<file path="src/rtl/video_timing_gen.sv">
// Parametrised raster timing generator: pixel strobe, x/y counters and sync/blank decodes.
// Optional 16-bit frame counter port enabled by defining VTG_FRAME_CNT_EN.
module video_timing_gen #(
    parameter int CW       = 12,
    parameter int CLK_DIV  = 1,
    parameter int H_ACTIVE = 640,
    parameter int H_FP     = 16,
    parameter int H_SYNC   = 96,
    parameter int H_BP     = 48,
    parameter int V_ACTIVE = 480,
    parameter int V_FP     = 10,
    parameter int V_SYNC   = 2,
    parameter int V_BP     = 33,
    parameter int H_POL    = 0,
    parameter int V_POL    = 0
) (
    input  logic          clk,
    input  logic          rst,
    input  logic          en,
    output logic          pix_ce,
    output logic [CW-1:0] x,
    output logic [CW-1:0] y,
    output logic          de,
    output logic          blanking,
    output logic          h_sync,
    output logic          v_sync,
    output logic          line_start,
    output logic          frame_start
`ifdef VTG_FRAME_CNT_EN
    ,
    output logic [15:0]   frame_cnt
`endif
);

    localparam int H_TOTAL = H_ACTIVE + H_FP + H_SYNC + H_BP;
    localparam int V_TOTAL = V_ACTIVE + V_FP + V_SYNC + V_BP;
    localparam int DW      = (CLK_DIV > 1) ? $clog2(CLK_DIV) : 1;

    localparam logic [DW-1:0] DIV_LAST = DW'(CLK_DIV - 1);
    localparam logic [CW-1:0] H_LAST   = CW'(H_TOTAL - 1);
    localparam logic [CW-1:0] V_LAST   = CW'(V_TOTAL - 1);
    localparam logic [CW-1:0] H_ACT    = CW'(H_ACTIVE);
    localparam logic [CW-1:0] V_ACT    = CW'(V_ACTIVE);
    localparam logic [CW-1:0] HS_BEG   = CW'(H_ACTIVE + H_FP);
    localparam logic [CW-1:0] HS_END   = CW'(H_ACTIVE + H_FP + H_SYNC);
    localparam logic [CW-1:0] VS_BEG   = CW'(V_ACTIVE + V_FP);
    localparam logic [CW-1:0] VS_END   = CW'(V_ACTIVE + V_FP + V_SYNC);
    localparam logic          H_ON     = 1'(H_POL);
    localparam logic          V_ON     = 1'(V_POL);

    logic [DW-1:0] div_cnt;
    logic [CW-1:0] h_cnt;
    logic [CW-1:0] v_cnt;
    logic          div_last;
    logic          h_last;
    logic          v_last;

    assign div_last = (div_cnt == DIV_LAST);
    assign h_last   = (h_cnt == H_LAST);
    assign v_last   = (v_cnt == V_LAST);
    assign pix_ce   = en && div_last && !rst;

    always_ff @(posedge clk) begin
        if (rst) begin
            div_cnt <= '0;
            h_cnt   <= '0;
            v_cnt   <= '0;
        end else if (en) begin
            div_cnt <= div_last ? '0 : div_cnt + 1'b1;
            if (div_last) begin
                h_cnt <= h_last ? '0 : h_cnt + 1'b1;
                if (h_last) begin
                    v_cnt <= v_last ? '0 : v_cnt + 1'b1;
                end
            end
        end
    end

    // Decodes are forced to their idle levels while rst is held, even before the counters clear.
    always_comb begin
        x           = '0;
        y           = '0;
        de          = 1'b0;
        h_sync      = ~H_ON;
        v_sync      = ~V_ON;
        line_start  = 1'b0;
        frame_start = 1'b0;
        if (!rst) begin
            x           = h_cnt;
            y           = v_cnt;
            de          = (h_cnt < H_ACT) && (v_cnt < V_ACT);
            h_sync      = ((h_cnt >= HS_BEG) && (h_cnt < HS_END)) ? H_ON : ~H_ON;
            v_sync      = ((v_cnt >= VS_BEG) && (v_cnt < VS_END)) ? V_ON : ~V_ON;
            line_start  = pix_ce && (h_cnt == '0);
            frame_start = pix_ce && (h_cnt == '0) && (v_cnt == '0);
        end
        blanking = ~de;
    end

`ifdef VTG_FRAME_CNT_EN
    always_ff @(posedge clk) begin
        if (rst) begin
            frame_cnt <= '0;
        end else if (pix_ce && h_last && v_last) begin
            frame_cnt <= frame_cnt + 16'd1;
        end
    end
`endif

endmodule

</file>
<file path="config.mk">
export PLATFORM = sky130hd
export DESIGN_NAME = video_timing_gen
export DESIGN_NICKNAME = d
export VERILOG_FILES = /design/src/rtl/video_timing_gen.sv
export SDC_FILE = /design/constraint.sdc
export NUM_CORES = 1
export LEC_CHECK = 0
export BUFFER_PORTS_ARGS = -buffer_cell sky130_fd_sc_hd__buf_2
export CAP_MARGIN = 25
export CORE_MARGIN = 2
export CORE_UTILIZATION = 43
export CTS_BUF_LIST = sky130_fd_sc_hd__clkbuf_4 sky130_fd_sc_hd__clkbuf_8 sky130_fd_sc_hd__clkbuf_16
export CTS_CLUSTER_DIAMETER = 80
export DETAILED_ROUTE_END_ITERATION = 16
export MAX_ROUTING_LAYER = met4
export PLACE_DENSITY = 0.66
export SYNTH_ARGS = -nofsm -noshare
export SYNTH_HDL_FRONTEND = slang
export SYNTH_SLANG_ARGS = --single-unit
</file>
<file path="constraint.sdc">
create_clock -name clk -period 2 [get_ports clk]
set_clock_uncertainty 0.05 [all_clocks]
set_input_delay 0.4 -clock clk [delete_from_list [all_inputs] [get_ports clk]]
set_output_delay 0.4 -clock clk [all_outputs]
set_load 0.01 [all_outputs]
</file>
==> results of run 1 <==
final cells by class:
class,instances,area (um^2)
Fill cell,358,1450
Multi-Input combinational cell,147,976
Sequential cell,24,490
Timing Repair Buffer,54,333
Tap cell,46,57.6
Inverter,9,33.8
Clock buffer,3,22.5
through the flow:
stage / setup slack [ns] / area, um^2
after floorplan: 0.257 / 1520
after global placement: 0.203 / 1790
after detailed placement: 0.174 / 1790
after CTS: -0.0498 / 1860
after global routing: -0.161 / 1910
final: -0.0664 / 1910
repair_timing:
item / 4_1_cts / 5_1_grt
setup endpoints to repair: 2 / 3
buffers inserted: 4 / 2
pin swaps: 4 / 2
resized for setup: 7 / 14
kinds of logic after synthesis:
family / after synthesis
buffers and inverters: 24
xor gates and xnor gates: 10
and+or+nand+nor: 108
DFF: 24
AOI/OAI and AO/OA: 24
adders and majority gates: 4
muxes: 1
state kept, by name (all words and copies together), names as in the netlist:
name,cells
v_cnt,12
h_cnt,12
routing by layer:
metal | global-route usage | vias to the layer above | part of all wire
met5 | - | - | 0
met4 | 0.0543 | 0 | 0.012
met3 | 0.0286 | 6 | 0.054
met2 | 0.332 | 53 | 0.46
met1 | 0.269 | 723 | 0.48
li1 | - | 781 | -
how the worst min path moves through the flow:
stage	start	to	slack, ns	depth (start not counted)
floorplan	v_cnt[8]	v_cnt[8]	0.40	1
global placement	v_cnt[8]	v_cnt[8]	0.44	1
detailed placement	v_cnt[8]	v_cnt[8]	0.46	1
CTS	en	h_cnt[0]	0.34	3
global route	en	h_cnt[0]	0.39	3
finish	en	h_cnt[0]	0.35	3
synthesized netlist by cell type (all sizes together), types with 2 or more instances:
cell type,instances,share of area
buf,8,0.027
nand3,12,0.043
nor2b,18,0.074
and4,8,0.046
nor2,22,0.054
nor4b,3,0.021
inv,9,0.022
and3,3,0.012
ha,4,0.033
nor3,7,0.023
xor2,7,0.040
a21oi,2,0.0066
o21ai,8,0.026
nand2,13,0.032
nand4,9,0.037
o31ai,4,0.020
xnor2,3,0.017
clkbuf,7,0.018
a31oi,4,0.016
nand2b,2,0.0082
dfxtp,24,0.32
nor4,2,0.018
o211ai,2,0.0099
or4,5,0.025
power groups by stage:
| stage | combinational (mW) | clock (mW) | sequential, mW |
|---|---|---|---|
| after global routing | 0.107 | 0.250 | 0.487 |
| final | 0.0940 | 0.217 | 0.486 |
| after detailed placement | 0.0655 | 0 | 0.497 |
| after CTS | 0.0798 | 0.224 | 0.486 |
| after global placement | 0.0656 | 0 | 0.497 |
| after floorplan | 0.0426 | 0 | 0.496 |
critical path, cell delays in order (launching register included):
cell and delay (ns):
dfxtp_2 0.35, inv_2 0.08, ha_4 0.13, nor4b_4 0.16, and4_1 0.26, nand4_1 0.09, nor2_1 0.10, buf_2 0.13
==> key figures, run 1 <==
Worst setup path
  • FF-to-FF End: v_cnt[11]
  • Crit path DAT: 1.62 ns
  • Critical Path Fanout Max: 2
  • Crit path launch: h_cnt[0]
  • CP endpoint: frame_start
  • WP data required: 1.55 ns
  • Reg-to-reg startpoint: h_cnt[0]
  • FF-to-FF setup slack: 0.09 ns
  • Startpoint Class: register
  • Critical path endpoint category: primary output
  • R2r worst-path depth: 7
  • Setup CP Type: reg2out

Timing
  • Setup WS post-layout: -0.0664 ns
  • RSZ-0062 raised after global routing: true
  • Fmax: 0.484 GHz
  • Final Slew Violations: 0
  • Hold_ws: 0.355 ns
  • Post-route setup TNS: -0.0664 ns
  • Final hold violation count: 0
  • Worst slew pin tran: 0.406 ns
  • Part of the cycle the worst path needs: 1.03
  • Rel. slew slack: 0.727
  • Min Tclk post-route: 2.07 ns
  • Final setup violation count: 1

Clocking
  • Clk sinks: 24
  • H-tree depth: 1
  • Num CTS Buffers: 3
  • Hold_buf cts: 0
  • TritonCTS clock tree: yes
  • Clk pin slew, worst setup/hold paths: 0.14 ns
  • Root Buffer: clkbuf_4
  • Worst skew pair latency: 0.32 ns
  • Clock Path Buffers: 2

Synthesis
  • Mux contribution to synthesized area: 0.00741
  • Post-synth cell types: 40
  • Synthesized instance count: 195
  • Simple-gate share of the synthesized area: 0.416
  • Post-Synthesis Mean Instance Area: 7.80 um^2
  • Post-synth top flop: dfxtp_1
  • Area share of fa/ha/maj cells after synthesis: 0.0329
  • Flops & latches, synth: 24
  • Post-synthesis compound-gate area fraction: 0.102
  • Yosys Warn Count: 0
  • Mapped Area: 0.00152 mm^2
  • Number of flops mapped to enable cells by yosys: 0
  • Sequential fraction of the synthesis area: 0.316
  • Xor-xnor portion of the synthesized cell area: 0.0576
  • Largest family of logic cells by synthesized area: simple AND/OR/NAND/NOR gates
  • Syn Nets: 202
  • Asr flop ratio synth: 0

Pwr
  • Clock Power Share: 0.272
  • Sw Ratio: 0.248
  • Flop pwr share: 0.610
  • Pwr per Cell Area: 417 mW/mm^2
  • NetSw: 0.198 mW
  • Pwr Total: 0.797 mW
  • Peak VDD IR: 0.274 mV
  • Internal power: 0.599 mW
  • Leakage: 0.816 nW
  • Comb power frac: 0.118

Floorplan
  • Starting Density: 0.452
  • Die width: 63.5 um
  • Die footprint: 0.00403 mm^2
  • IO Count: 34
  • Core area: 0.00336 mm^2
  • Std-Cell Rows: 21
  • Die span in y: 63.5 um

Global routing
  • Vias in the first global route: 1433
  • Largest net degree at the start of global routing: 15
  • Total GRT Usage: 0.205
  • Initial antenna violation count: 0
  • Grt ovf: 0
  • First-pass GRT wire length: 6.49 mm

Drt
  • WL final: 3.90 mm
  • First-pass DRT Iterations: 4
  • Vias post-DR: 1563
  • WL per Instance: 13.8 um
  • DRC Markers: 0
  • Drt first-iter violations: 76
  • Via-to-Cell Ratio: 5.52
  • Routed Antenna Nets: 0

Layout
  • Commonest non-fill, non-tap cell in the layout: buf_2
  • Utilization after layout: 0.569
  • Non-filler cells, final: 283
  • Commonest non-fill, non-tap cells in the layout: buf_2 (32), nor2_1 (22), buf_4 (20), nor2b_1 (18), dfxtp_1 (16)
  • Synth-to-Final Area Change: 25.8%
  • Nets: 246
  • Share of cells above drive strength 1: 0.325
  • Diode count: 0

Outcome
  • Failing checks: negative setup slack
  • Status: finished with violations

Place
  • Routability cong.: 0.830
  • DP HPWL: 2.90 mm
  • IO buf count: 33
  • Post-Place Cells: 274

Job
  • Max_cap viols: 0

Hold path
  • Hold Path Class: in2reg
Note: power is estimated with default switching activity, not from simulation.
==> run 2, diff against run 1 <==
--- a/config.mk
+++ b/config.mk
@@ -9,9 +9,10 @@
 export CAP_MARGIN = 25
 export CORE_MARGIN = 2
 export CORE_UTILIZATION = 43
-export CTS_BUF_LIST = sky130_fd_sc_hd__clkbuf_4 sky130_fd_sc_hd__clkbuf_8 sky130_fd_sc_hd__clkbuf_16
+export CTS_BUF_LIST = sky130_fd_sc_hd__clkbuf_8
 export CTS_CLUSTER_DIAMETER = 80
 export DETAILED_ROUTE_END_ITERATION = 16
+export GPL_TIMING_DRIVEN = 0
 export MAX_ROUTING_LAYER = met4
 export PLACE_DENSITY = 0.66
 export SYNTH_ARGS = -nofsm -noshare
==> key figures, run 2 (synthesis gave the netlist of run 1 again) <==
Worst setup path
  • Setup CP Type: reg2out (unchanged)
  • CP endpoint: frame_start (unchanged)
  • Critical Path Fanout Max: 4 (was 2)
  • Startpoint Class: register (unchanged)
  • FF-to-FF End: v_cnt[8] (was v_cnt[11])
  • Crit path launch: h_cnt[0] (unchanged)
  • R2r worst-path depth: 6 (was 7)
  • Crit path DAT: 1.57 ns (was 1.62 ns)
  • Reg-to-reg startpoint: h_cnt[0] (unchanged)
  • WP data required: 1.55 ns (about the same)
  • Critical path endpoint category: primary output (unchanged)
  • FF-to-FF setup slack: 0.09 ns (about the same)
  • Crit-path max cell delay: 0.37 ns (was 0.35 ns)
  • Worst-path cell chain: inv_4 -> ha_4 -> nor4b_4 -> and4_4 -> nand4_1 -> nor2_1 -> buf_2 (was inv_2 -> ha_4 -> nor4b_4 -> and4_1 -> nand4_1 -> nor2_1 -> buf_2)
  • Slowest-stage cell, CP: dfxtp_4 (was dfxtp_2)

Floorplan
  • Die span in y: 63.5 um (unchanged)
  • Die footprint: 0.00403 mm^2 (unchanged)
  • IO Count: 34 (unchanged)
  • Starting Density: 0.452 (unchanged)
  • Die width: 63.5 um (unchanged)
  • Core area: 0.00336 mm^2 (unchanged)
  • Std-Cell Rows: 21 (unchanged)

Pwr
  • Pwr per Cell Area: 481 mW/mm^2 (was 417 mW/mm^2)
  • Pwr Total: 0.909 mW (was 0.797 mW)
  • Leakage: 0.810 nW (was 0.816 nW)
  • Peak VDD IR: 0.482 mV (was 0.274 mV)

Layout
  • Share of cells above drive strength 1: 0.294 (was 0.325)
  • Largest registers: h_cnt (12), v_cnt (12) (unchanged)
  • Synth-to-Final Area Change: 24.3% (was 25.8%)
  • Nets: 243 (was 246)
  • Utilization after layout: 0.562 (was 0.569)
  • Commonest non-fill, non-tap cell in the layout: buf_2 (unchanged)
  • Diode count: 0 (unchanged)
  • Non-filler cells, final: 281 (was 283)
  • Commonest non-fill, non-tap cells in the layout: buf_2 (40), nor2_1 (22), dfxtp_1 (19), nor2b_1 (18), nand2_1 (13) (was buf_2 (32), nor2_1 (22), buf_4 (20), nor2b_1 (18), dfxtp_1 (16))

Global routing
  • First-pass GRT wire length: 6.20 mm (was 6.49 mm)
  • Met2 usage in global routing: 0.283 (was 0.332)
  • GR peak layer: met2 (unchanged)
  • Grt ovf: 0 (unchanged)
  • Largest net degree at the start of global routing: 14 (was 15)
  • Vias in the first global route: 1307 (was 1433)
  • Met3 usage: 0.0411 (was 0.0286)
  • Total GRT Usage: 0.195 (was 0.205)
  • Initial antenna violation count: 0 (unchanged)
  • Met1 Use GR: 0.278 (was 0.269)

Place
  • DP HPWL: 2.72 mm (was 2.90 mm)
  • Worst slack, placed: -0.178 ns (was 0.174 ns)
  • Routability cong.: 0.915 (was 0.830)
  • IO buf count: 33 (unchanged)
  • Post-Place Cells: 274 (unchanged)

Timing
  • Worst slew pin tran: 0.391 ns (was 0.406 ns)
  • Final hold violation count: 0 (unchanged)
  • Part of the cycle the worst path needs: 1.01 (was 1.03)
  • RSZ-0062 raised after global routing: true (unchanged)
  • Final setup violation count: 1 (unchanged)
  • Min Tclk post-route: 2.02 ns (was 2.07 ns)
  • Fmax: 0.494 GHz (was 0.484 GHz)
  • Rel. slew slack: 0.738 (was 0.727)
  • Setup WS post-layout: -0.0244 ns (was -0.0664 ns)
  • Hold_ws: 0.426 ns (was 0.355 ns)
  • Final Slew Violations: 0 (unchanged)

Job
  • Max_cap viols: 0 (unchanged)

Clocking
  • Clk sinks: 24 (unchanged)
  • Root Buffer: clkbuf_8 (was clkbuf_4)
  • Hold_buf cts: 0 (unchanged)
  • H-tree depth: 1 (unchanged)
  • Clk pin slew, worst setup/hold paths: 0.08 ns (was 0.14 ns)
  • TritonCTS clock tree: yes (unchanged)
  • Num CTS Buffers: 3 (unchanged)
  • Clock Path Buffers: 2 (unchanged)
  • Worst skew pair latency: 0.26 ns (was 0.32 ns)

Outcome
  • Status: finished with violations (unchanged)
  • Failing checks: negative setup slack (unchanged)

Drt
  • Routed Antenna Nets: 0 (unchanged)
  • Via-to-Cell Ratio: 5.49 (was 5.52)
  • WL per Instance: 13.7 um (was 13.8 um)
  • Drt first-iter violations: 100 (was 76)
  • DRC Markers: 0 (unchanged)
  • First-pass DRT Iterations: 4 (unchanged)
  • Vias post-DR: 1542 (was 1563)
  • WL final: 3.84 mm (was 3.90 mm)

Hold path
  • Hold Path Class: in2reg (unchanged)
==> run 2: changes by cell type in the layout (fill, tap and decap cells not counted), moves of 2 or more <==
cell / change
buf_4: -15
buf_2: +8
clkbuf_8: +4
dfxtp_2: -4
clkbuf_1: +3
clkbuf_4: -3
dfxtp_1: +3
clkbuf_2: +2
==> run 2: worst min path at each step <==
| stage | start | to | slack, ns | cells past startpoint |
|---|---|---|---|---|
| 2_1_floorplan | v_cnt[8] | v_cnt[8] | 0.40 | 1 |
| 3_3_place_gp | v_cnt[8] | v_cnt[8] | 0.42 | 1 |
| 3_5_place_dp | v_cnt[8] | v_cnt[8] | 0.43 | 1 |
| 4_1_cts | en | h_cnt[0] | 0.42 | 3 |
| 5_1_grt | en | h_cnt[0] | 0.44 | 3 |
| 6_report | en | h_cnt[1] | 0.43 | 3 |
==> run 2: stage by stage <==
step           TNS (ns)  area [um^2]
4_1_cts         -0.0605         1820
3_5_place_dp      -2.69         1740
6_report        -0.0244         1890
3_3_place_gp      -2.84         1740
2_1_floorplan         0         1520
5_1_grt         -0.0860         1890
==> run 2: what timing repair did <==
item	4_1_cts	5_1_grt
pin swaps	2	2
setup endpoints to repair	18	12
buffers inserted	1	4
resized for setup	5	15
==> run 2: layer usage <==
| layer | part of all wire | up-vias |
|---|---|---|
| met3 | 0.052 | 4 |
| met2 | 0.43 | 52 |
| met1 | 0.51 | 711 |
| li1 | - | 775 |
| met4 | 0.011 | 0 |
| met5 | 0 | - |
==> run 2: critical path, delay by kind of cell (launching register included) <==
family	cells	cell delay (ns)
DFF	1	0.37
buffers and inverters	2	0.19
adders and majority gates	1	0.12
and+or+nand+nor	4	0.63
==> run 2: report_power, final <==
part           internal, mW  switching [mW]  leakage (nW)
Sequential            0.482         0.00524         0.196
Combinational        0.0421          0.0488         0.585
Clock                 0.176           0.155        0.0288
Total                 0.700           0.209         0.810
==> run 2: layout make-up <==
type                       count  area [um^2]
buffer                        13         67.6
clock buffer                   4         55.1
fill                         334         1470
inverter                       9         36.3
multi-input combinational    147          981
sequential                    24          489
tap                           46         57.6
timing repair buffer          38          203
==> run 3, diff against run 2 <==
--- a/config.mk
+++ b/config.mk
@@ -7,7 +7,8 @@
 export LEC_CHECK = 0
 export BUFFER_PORTS_ARGS = -buffer_cell sky130_fd_sc_hd__buf_2
 export CAP_MARGIN = 25
-export CORE_MARGIN = 2
+export CORE_ASPECT_RATIO = 1.4
+export CORE_MARGIN = 4
 export CORE_UTILIZATION = 43
 export CTS_BUF_LIST = sky130_fd_sc_hd__clkbuf_8
 export CTS_CLUSTER_DIAMETER = 80
==> key figures, run 3 (synthesis gave the netlist of run 1 again) <==
Outcome
  • Status: finished with violations (unchanged)
  • Failing checks: negative setup slack (unchanged)

Clocking
  • TritonCTS clock tree: yes (unchanged)
  • Clock Path Buffers: 2 (unchanged)
  • Clk pin slew, worst setup/hold paths: 0.09 ns (was 0.08 ns)
  • Num CTS Buffers: 3 (unchanged)
  • Worst skew pair latency: 0.27 ns (was 0.26 ns)
  • Hold_buf cts: 0 (unchanged)
  • Root Buffer: clkbuf_8 (unchanged)
  • Clk sinks: 24 (unchanged)
  • H-tree depth: 1 (unchanged)

Global routing
  • First-pass GRT wire length: 6.31 mm (was 6.20 mm)
  • Total GRT Usage: 0.182 (was 0.195)
  • Met2 usage in global routing: 0.303 (was 0.283)
  • Vias in the first global route: 1373 (was 1307)
  • Initial antenna violation count: 0 (unchanged)
  • Met3 usage: 0.0214 (was 0.0411)
  • Met1 Use GR: 0.205 (was 0.278)
  • GR peak layer: met2 (unchanged)
  • Grt ovf: 0 (unchanged)
  • Largest net degree at the start of global routing: 14 (unchanged)

Place
  • Routability cong.: 0.805 (was 0.915)
  • IO buf count: 33 (unchanged)
  • DP HPWL: 2.86 mm (was 2.72 mm)

Layout
  • Largest registers: h_cnt (12), v_cnt (12) (unchanged)
  • Utilization after layout: 0.543 (was 0.562)
  • Diode count: 0 (unchanged)
  • Commonest non-fill, non-tap cell in the layout: buf_2 (unchanged)
  • Nets: 241 (was 243)
  • Commonest non-fill, non-tap cells in the layout: buf_2 (39), nor2_1 (22), dfxtp_1 (21), nor2b_1 (18), nand2_1 (13) (was buf_2 (40), nor2_1 (22), dfxtp_1 (19), nor2b_1 (18), nand2_1 (13))
  • Synth-to-Final Area Change: 20.7% (was 24.3%)
  • Share of cells above drive strength 1: 0.275 (was 0.294)

Hold path
  • Hold Path Class: in2reg (unchanged)
  • Worst hold path endpoint: h_cnt[0] (was h_cnt[1])
  • Hold Crit Start: en (unchanged)
  • Hold depth: 3 (unchanged)

Floorplan
  • Starting Density: 0.450 (was 0.452)
  • Die footprint: 0.00456 mm^2 (was 0.00403 mm^2)
  • IO Count: 34 (unchanged)
  • Die width: 58.3 um (was 63.5 um)
  • Std-Cell Rows: 25 (was 21)
  • Die span in y: 78.4 um (was 63.5 um)
  • Core area: 0.00338 mm^2 (was 0.00336 mm^2)

Drt
  • WL final: 3.87 mm (was 3.84 mm)
  • DRC Markers: 0 (unchanged)
  • Vias post-DR: 1511 (was 1542)
  • WL per Instance: 14.2 um (was 13.7 um)
  • Drt first-iter violations: 54 (was 100)
  • First-pass DRT Iterations: 4 (unchanged)
  • Via-to-Cell Ratio: 5.53 (was 5.49)
  • Routed Antenna Nets: 0 (unchanged)

Timing
  • Part of the cycle the worst path needs: 1.03 (was 1.01)
  • Worst slew pin tran: 0.416 ns (was 0.391 ns)
  • Post-route setup TNS: -0.0531 ns (was -0.0244 ns)
  • Final hold violation count: 0 (unchanged)
  • Final Slew Violations: 0 (unchanged)
  • RSZ-0062 raised after global routing: true (unchanged)
  • Rel. slew slack: 0.720 (was 0.738)
  • Min Tclk post-route: 2.05 ns (was 2.02 ns)
  • Fmax: 0.487 GHz (was 0.494 GHz)
  • Final setup violation count: 1 (unchanged)
  • Setup WS post-layout: -0.0531 ns (was -0.0244 ns)

Worst setup path
  • Critical path endpoint category: primary output (unchanged)
  • Reg-to-reg startpoint: h_cnt[5] (was h_cnt[0])
  • Critical Path Fanout Max: 4 (unchanged)
  • R2r worst-path depth: 5 (was 6)
  • Setup CP Type: reg2out (unchanged)
  • Crit path DAT: 1.60 ns (was 1.57 ns)
  • WP data required: 1.55 ns (about the same)
  • FF-to-FF setup slack: 0.08 ns (was 0.09 ns)
  • Startpoint Class: register (unchanged)
  • FF-to-FF End: v_cnt[6] (was v_cnt[8])

Pwr
  • Peak VDD IR: 0.413 mV (was 0.482 mV)
  • Leakage: 0.776 nW (was 0.810 nW)
  • Pwr per Cell Area: 489 mW/mm^2 (was 481 mW/mm^2)

Job
  • Max_cap viols: 0 (unchanged)
[run 3: cell types whose count changed in the layout (fill, tap and decap cells not counted), moves of 2 or more]
cell / before / now
buf_4: 5 / 3
clkbuf_2: 2 / 4
nor4b_4: 2 / 0
nor4b_2: 0 / 2
dfxtp_1: 19 / 21
[run 3: layout make-up]
cell class              count  area (um^2)
well taps                  40         50.0
inverters                   9         33.8
plain buffers              14         68.8
clock buffers               4         55.1
repair buffers             35          180
multi-input cells         147          962
fillers                   352         1540
flip-flops and latches     24          484
[run 3: worst max-delay path by stage]
stage                     cells after the start      start  slack, ns     endpoint
final                                         7   h_cnt[0]      -0.05  frame_start
after floorplan                               4  h_cnt[11]       0.26  frame_start
after detailed placement                      5        rst      -0.18         y[6]
after global placement                        5        rst      -0.19        x[10]
after CTS                                     7   h_cnt[0]      -0.11  frame_start
after global routing                          7   h_cnt[0]      -0.14  frame_start
[run 3: repair_timing]
item / in CTS / in global routing
gates cloned: 0 / 0
resized for setup: 2 / 10
setup endpoints to repair: 18 / 17
setup buffers: 1 / 1
pin swaps: 1 / 1
[run 3: routing by layer]
layer / wire length, um / up-vias / part of all wire
met2: 1930 / 46 / 0.50
met1: 1680 / 685 / 0.43
li1: - / 770 / -
met3: 143 / 10 / 0.037
met5: 0 / - / 0
met4: 121 / 0 / 0.031
[run 3: per-stage QoR]
step	hold slack [ns]	setup slack [ns]	std cells	cell area, um^2	total power, mW
2_1_floorplan	0.404	0.257	195	1520	0.539
3_3_place_gp	0.426	-0.188	268	1740	0.565
3_5_place_dp	0.432	-0.182	268	1740	0.565
4_1_cts	0.411	-0.107	273	1800	0.903
5_1_grt	0.442	-0.138	273	1830	0.933
6_report	0.419	-0.0531	273	1830	0.896
[run 3: critical path: stages, from the launching register on]
cell and delay [ns]:
dfxtp_2 0.35, inv_1 0.07, ha_1 0.15, nor4b_2 0.16
and4_1 0.26, nand4_1 0.09, nor2_1 0.11, buf_2 0.14
[run 3: power by group]
part / total [mW] / internal, mW / switching (mW) / leakage, nW
Clock: 0.337 / 0.176 / 0.161 / 0.0288
Combinational: 0.0728 / 0.0283 / 0.0444 / 0.553
Sequential: 0.487 / 0.482 / 0.00422 / 0.195
